===== config.mk =====
export PLATFORM = sky130hd
export DESIGN_NAME = rgb_to_yuv_encoder
export DESIGN_NICKNAME = d
export VERILOG_FILES = /design/src/rtl/m1e_pkg.sv /design/src/rtl/yuv_pixel_matrix.sv /design/src/rtl/rgb_to_yuv_encoder.sv
export SDC_FILE = /design/constraint.sdc
export NUM_CORES = 1
export LEC_CHECK = 0
export BUFFER_PORTS_ARGS = -buffer_cell sky130_fd_sc_hd__buf_4
export CORE_MARGIN = 4
export CORE_UTILIZATION = 50
export CTS_CLUSTER_DIAMETER = 50
export DETAILED_ROUTE_END_ITERATION = 10
export GPL_ROUTABILITY_DRIVEN = 1
export PLACE_DENSITY = 0.69
export SETUP_SLACK_MARGIN = 0.3
export SYNTH_ARGS = -nofsm -noshare
export SYNTH_HDL_FRONTEND = slang
export SYNTH_SLANG_ARGS = --single-unit
export TNS_END_PERCENT = 20

===== constraint.sdc =====
create_clock -name CLOCK_50_I -period 9.88 [get_ports CLOCK_50_I]
set_input_delay 0.494 -clock CLOCK_50_I [delete_from_list [all_inputs] [get_ports CLOCK_50_I]]
set_output_delay 0.494 -clock CLOCK_50_I [all_outputs]
set_load 0.005 [all_outputs]

===== src/rtl/m1e_pkg.sv =====
// m1e_pkg: state type, SRAM plane bases and colour-matrix coefficients for the
// RGB-to-YUV encoder that mirrors the Milestone 1 decoder.
package m1e_pkg;

  typedef enum logic [3:0] {
    S_IDLE,
    S_RD0,
    S_RD1,
    S_RD2,
    S_RD3,
    S_RD4,
    S_RD5,
    S_WAIT0,
    S_WAIT1,
    S_WR_Y0,
    S_WR_Y1,
    S_WR_U,
    S_WR_V
  } m1e_state_t;

  localparam logic [17:0] Y_BASE   = 18'd0;
  localparam logic [17:0] U_BASE   = 18'd38400;
  localparam logic [17:0] V_BASE   = 18'd57600;
  localparam logic [17:0] RGB_BASE = 18'd146944;

  localparam int COEF_YR = 66;
  localparam int COEF_YG = 129;
  localparam int COEF_YB = 25;
  localparam int COEF_UR = -38;
  localparam int COEF_UG = -74;
  localparam int COEF_UB = 112;
  localparam int COEF_VR = 112;
  localparam int COEF_VG = -94;
  localparam int COEF_VB = -18;

  function automatic logic [7:0] clip8(input int v);
    if (v < 0) return 8'd0;
    if (v > 255) return 8'd255;
    return v[7:0];
  endfunction

endpackage


===== src/rtl/yuv_pixel_matrix.sv =====
// yuv_pixel_matrix: combinational colour matrix producing the signed partial
// sums for one pixel; chroma sums are tied to zero when CHROMA_EN is clear.
module yuv_pixel_matrix
  import m1e_pkg::*;
#(
  parameter bit CHROMA_EN = 1'b1
) (
  input  logic [7:0]         r,
  input  logic [7:0]         g,
  input  logic [7:0]         b,
  output logic signed [31:0] s_y,
  output logic signed [31:0] s_u,
  output logic signed [31:0] s_v
);

  logic signed [31:0] ri, gi, bi;

  assign ri = {24'd0, r};
  assign gi = {24'd0, g};
  assign bi = {24'd0, b};

  assign s_y = COEF_YR * ri + COEF_YG * gi + COEF_YB * bi;

  generate
    if (CHROMA_EN) begin : g_chroma
      assign s_u = COEF_UR * ri + COEF_UG * gi + COEF_UB * bi;
      assign s_v = COEF_VR * ri + COEF_VG * gi + COEF_VB * bi;
    end else begin : g_no_chroma
      assign s_u = '0;
      assign s_v = '0;
    end
  endgenerate

endmodule


===== src/rtl/rgb_to_yuv_encoder.sv =====
// rgb_to_yuv_encoder: reads packed RGB pairs from SRAM and writes the Y/U/V planes
// in the decoder's layout. Define UV_AVG_EN to average chroma over each pixel pair.
module rgb_to_yuv_encoder
  import m1e_pkg::*;
#(
  parameter int IMG_W = 320,
  parameter int IMG_H = 240
) (
  input  logic        CLOCK_50_I,
  input  logic        Resetn,
  input  logic        M1E_start,
  output logic        M1E_done,
  output logic [17:0] SRAM_address,
  output logic [15:0] SRAM_write_data,
  output logic        SRAM_we_n,
  input  logic [15:0] SRAM_read_data
);

  localparam int GROUPS = IMG_W * IMG_H / 4;
  localparam logic [17:0] LAST_GROUP = 18'(GROUPS - 1);
`ifdef UV_AVG_EN
  localparam bit ODD_CHROMA = 1'b1;
`else
  localparam bit ODD_CHROMA = 1'b0;
`endif

  m1e_state_t state;
  logic [17:0] y_addr, u_addr, v_addr, rgb_addr, group_cnt;
  logic [15:0] rgb_word [6];
  logic [7:0]  u0_q, v0_q, u1_q, v1_q;

  logic [15:0] pw0, pw1, pw2;
  logic signed [31:0] sy_e, su_e, sv_e, sy_o, su_o, sv_o;
  logic [7:0]  y_e, y_o, u_pair, v_pair;

  // Pair 0 is converted on the way out of S_WAIT1, pair 1 during S_WR_Y0.
  always_comb begin
    pw0 = rgb_word[0];
    pw1 = rgb_word[1];
    pw2 = rgb_word[2];
    if (state == S_WR_Y0) begin
      pw0 = rgb_word[3];
      pw1 = rgb_word[4];
      pw2 = rgb_word[5];
    end
  end

  yuv_pixel_matrix #(.CHROMA_EN(1'b1)) u_even (
    .r   (pw0[15:8]),
    .g   (pw0[7:0]),
    .b   (pw1[15:8]),
    .s_y (sy_e),
    .s_u (su_e),
    .s_v (sv_e)
  );

  yuv_pixel_matrix #(.CHROMA_EN(ODD_CHROMA)) u_odd (
    .r   (pw1[7:0]),
    .g   (pw2[15:8]),
    .b   (pw2[7:0]),
    .s_y (sy_o),
    .s_u (su_o),
    .s_v (sv_o)
  );

  assign y_e = clip8(16 + ((sy_e + 128) >>> 8));
  assign y_o = clip8(16 + ((sy_o + 128) >>> 8));

`ifdef UV_AVG_EN
  assign u_pair = clip8(128 + ((su_e + su_o + 256) >>> 9));
  assign v_pair = clip8(128 + ((sv_e + sv_o + 256) >>> 9));
`else
  logic unused_odd_chroma;
  assign unused_odd_chroma = ^{su_o, sv_o};
  assign u_pair = clip8(128 + ((su_e + 128) >>> 8));
  assign v_pair = clip8(128 + ((sv_e + 128) >>> 8));
`endif

  // Read address for S_RDk is registered on entry, so data lands two states later.
  always_ff @(posedge CLOCK_50_I or negedge Resetn) begin
    if (!Resetn) begin
      state           <= S_IDLE;
      M1E_done        <= 1'b0;
      SRAM_address    <= '0;
      SRAM_write_data <= '0;
      SRAM_we_n       <= 1'b1;
      y_addr          <= Y_BASE;
      u_addr          <= U_BASE;
      v_addr          <= V_BASE;
      rgb_addr        <= RGB_BASE;
      group_cnt       <= '0;
      u0_q            <= '0;
      v0_q            <= '0;
      u1_q            <= '0;
      v1_q            <= '0;
      for (int i = 0; i < 6; i++) rgb_word[i] <= '0;
    end else begin
      case (state)
        S_IDLE: begin
          SRAM_we_n <= 1'b1;
          if (M1E_start) begin
            M1E_done     <= 1'b0;
            y_addr       <= Y_BASE;
            u_addr       <= U_BASE;
            v_addr       <= V_BASE;
            SRAM_address <= RGB_BASE;
            rgb_addr     <= RGB_BASE + 18'd1;
            group_cnt    <= '0;
            state        <= S_RD0;
          end
        end
        S_RD0, S_RD1, S_RD2, S_RD3, S_RD4: begin
          SRAM_address <= rgb_addr;
          rgb_addr     <= rgb_addr + 18'd1;
          if (state == S_RD2) rgb_word[0] <= SRAM_read_data;
          if (state == S_RD3) rgb_word[1] <= SRAM_read_data;
          if (state == S_RD4) rgb_word[2] <= SRAM_read_data;
          state <= m1e_state_t'(state + 4'd1);
        end
        S_RD5: begin
          rgb_word[3] <= SRAM_read_data;
          state       <= S_WAIT0;
        end
        S_WAIT0: begin
          rgb_word[4] <= SRAM_read_data;
          state       <= S_WAIT1;
        end
        S_WAIT1: begin
          rgb_word[5]     <= SRAM_read_data;
          SRAM_address    <= y_addr;
          SRAM_write_data <= {y_e, y_o};
          SRAM_we_n       <= 1'b0;
          u0_q            <= u_pair;
          v0_q            <= v_pair;
          state           <= S_WR_Y0;
        end
        S_WR_Y0: begin
          SRAM_address    <= y_addr + 18'd1;
          SRAM_write_data <= {y_e, y_o};
          u1_q            <= u_pair;
          v1_q            <= v_pair;
          y_addr          <= y_addr + 18'd2;
          state           <= S_WR_Y1;
        end
        S_WR_Y1: begin
          SRAM_address    <= u_addr;
          SRAM_write_data <= {u0_q, u1_q};
          u_addr          <= u_addr + 18'd1;
          state           <= S_WR_U;
        end
        S_WR_U: begin
          SRAM_address    <= v_addr;
          SRAM_write_data <= {v0_q, v1_q};
          v_addr          <= v_addr + 18'd1;
          state           <= S_WR_V;
        end
        S_WR_V: begin
          SRAM_we_n <= 1'b1;
          if (group_cnt == LAST_GROUP) begin
            M1E_done <= 1'b1;
            state    <= S_IDLE;
          end else begin
            group_cnt    <= group_cnt + 18'd1;
            SRAM_address <= rgb_addr;
            rgb_addr     <= rgb_addr + 18'd1;
            state        <= S_RD0;
          end
        end
        default: state <= S_IDLE;
      endcase
    end
  end

endmodule

==> impl_metrics.json <==
{
  "ys.flop_type": "dfrtp_1",
  "drt.antenna.violating_nets": 0,
  "clock.fmax_mhz": 109,
  "stdcell_count": 3226,
  "clockBufferDepth": 3,
  "async_flop_share_pct": 100,
  "final_cell_mix": "ha_1 (381), inv_1 (299), nand2_1 (242), dfrtp_1 (241), nor2_1 (139)",
  "grt_max_degree": 141,
  "outcome": "complete, no violations",
  "synth_edf_count": 0,
  "cts_sinks": 257,
  "finalWirelength_um": 60300,
  "viasPerCell": 5.78,
  "grt_pass1_vias": 18568,
  "area_delta_synth_final_pct": 9.12,
  "fin_crit_sh_pct": 92.6,
  "cts_buffers": 29,
  "synth-seq-area-share_pct": 27.0,
  "worstMarginPinSlew_ns": 1.14,
  "crit_start": "state[1]",
  "root_buffer": "clkbuf_16",
  "diodes": 0,
  "crit-reg2reg-capture": "SRAM_write_data[13]",
  "nets": 3107,
  "hold_class": "primary input to async pin",
  "gp_congestion": 0.964,
  "drt-pass1-iter-count": 6,
  "rr_worst_depth": 37,
  "drv_cap": 0,
  "synthesis.area_um2": 23900,
  "period_minus_slack_ns": 9.15,
  "end_kind": "flip-flop",
  "crit_end": "SRAM_write_data[13]",
  "overflow": 0,
  "synth_fp_nets": 3052,
  "antenna_found_initial": 0,
  "cts_tree": "done",
  "drive_above_1_share_pct": 10.2,
  "yosysUniqueCellTypes": 79,
  "crit_path_start_kind": "flip-flop",
  "num_rows": 79,
  "maxSlewHeadroom_pct": 23.1,
  "hold_viol": 0,
  "detail_route.wl_per_cell_um": 18.7,
  "synth-seq-cells": 257,
  "r2r_start": "state[1]",
  "clk_pin_slew_ns": 0.06,
  "finalSetupViolations": 0,
  "placed_cells": 3170,
  "required_ns": 10.39,
  "clock_skew_ns": 0.0203,
  "initial_utilization_pct": 50.9,
  "crit_slowest_cell": "fa_1",
  "grt_setup_unrepaired": "no",
  "yosysWarnings": 0,
  "layout_commonest_cell": "ha_1",
  "path_delay_family": "adder cells",
  "cts_max_level": 1,
  "coreArea_um2": 46900,
  "utilization_pct": 55.6,
  "grt_use_total_pct": 23.3,
  "ctsHoldBuffers": 0,
  "path_class": "flip-flop to flip-flop",
  "yosysTopAreaCell": "dfrtp_1",
  "synth_cells": 2541,
  "clkLatencyLatePin_ns": 0.57,
  "crit_cells": 37,
  "drtIter0Drc": 1248,
  "grt_pass1_wl_um": 97200,
  "drcViolationCount": 0,
  "cp.arrival_ns": 9.66,
  "die_y_um": 226,
  "port_buffers": 54,
  "die_area_um2": 51300,
  "synthTopCellsByArea": "dfrtp_1 (25%), ha_1 (20%), fa_1 (9.2%)",
  "vias": 18638,
  "avgSynthCellArea_um2": 9.39,
  "hpwlAfterDp_um": 48100,
  "final.setup.tns_ns": 0,
  "synthDominantCellAreaShare_pct": 25.4,
  "critical-path-max-stage-delay_ns": 0.50,
  "rrSetupSlack_ns": 0.73,
  "die_w_um": 226,
  "cp_max_fo": 23,
  "drv_slew": 0,
  "crit_buf_inv": 7,
  "io_pins": 55
}
==> cell usage after synthesis, types with 5 or more instances <==
cell,n
nor2b_1,22
ha_1,382
a211oi_1,14
nand2b_1,19
fa_1,110
mux2_2,83
a221oi_1,10
or2_2,6
a41oi_1,7
o21ai_0,118
nand3_1,65
inv_1,299
o31ai_1,13
a21o_1,34
clkbuf_1,55
a221o_1,8
dfrtp_1,242
o21ai_1,12
nor3b_1,8
and3_1,25
nand4_1,28
o211ai_1,8
o22a_1,5
xnor2_1,98
a222oi_1,17
a21oi_1,132
and2_1,14
nor2_1,141
a31oi_1,32
mux2i_1,44
o21bai_1,27
or3_1,11
xor2_1,56
nor4_1,7
dfstp_2,15
o21a_1,14
nand2_1,242
nor3_1,38
==> state kept, by name, indices dropped and copies added, names as in the netlist <==
register and flops:
state 4, rgb_addr 18, u1_q 8, v1_q 8
SRAM_write_data 16, group_cnt 18, y_addr 17, M1E_done 1
u0_q 8, SRAM_address 18, u_addr 18, v_addr 18
SRAM_we_n 1, rgb_word 96, v0_q 8
==> final cells by class <==
type                    instances  area, um^2
well taps                     607         759
multi-input cells            1921       16100
clock inverters                16         141
fillers                      4195       20800
flip-flops and latches        257        6450
repair buffers                 87         681
clock buffers                  38         810
inverters                     300        1130
==> per-layer routing <==
layer,track usage (%),share of wire [%],up-vias
li1,-,-,8961
met1,32.0,45,9118
met2,39.3,48,456
met3,2.87,4.7,103
met4,6.32,2.9,0
met5,0,0,-
==> worst min-delay path by stage <==
stage | slack, ns | endpoint | from
global placement | 0.46 | rgb_word[2] | rgb_word[2]
detailed placement | 0.46 | rgb_word[2] | rgb_word[2]
global route | 0.08 | group_cnt[12] | Resetn
finish | 0.02 | group_cnt[11] | Resetn
CTS | 0.05 | group_cnt[11] | Resetn
floorplan | 0.20 | M1E_done | Resetn
==> kinds of logic (layout without fill, tap and decap cells) <==
| family | after synthesis | after routing | synth area share [%] |
|---|---|---|---|
| simple gates | 640 | 640 | 12.4 |
| fa+ha+maj | 492 | 492 | 29.3 |
| xor+xnor | 155 | 155 | 5.72 |
| mux | 127 | 127 | 5.76 |
| compound gates | 507 | 507 | 14.1 |
| flops | 257 | 257 | 27.0 |
| buf+inv | 363 | 441 | 5.74 |
==> timing repair <==
action / in CTS / in global routing
resized for setup: 0 / 8
endpoints found under the setup margin: 0 / 39
buffers inserted: 0 / 2
==> through the flow <==
| step | instance area, um^2 | worst slack [ns] | hold slack (ns) |
|---|---|---|---|
| 4_1_cts | 26000 | 0.645 | 0.0497 |
| 2_1_floorplan | 23900 | 0.352 | 0.198 |
| 3_5_place_dp | 25000 | 0.663 | 0.462 |
| 6_report | 26000 | 0.731 | 0.0171 |
| 3_3_place_gp | 25000 | 0.866 | 0.456 |
| 5_1_grt | 26000 | 0.298 | 0.0833 |
Power is left out: the tool's default activity adds up to more than one toggle a clock period on the data nets, which glitch-free logic cannot reach.
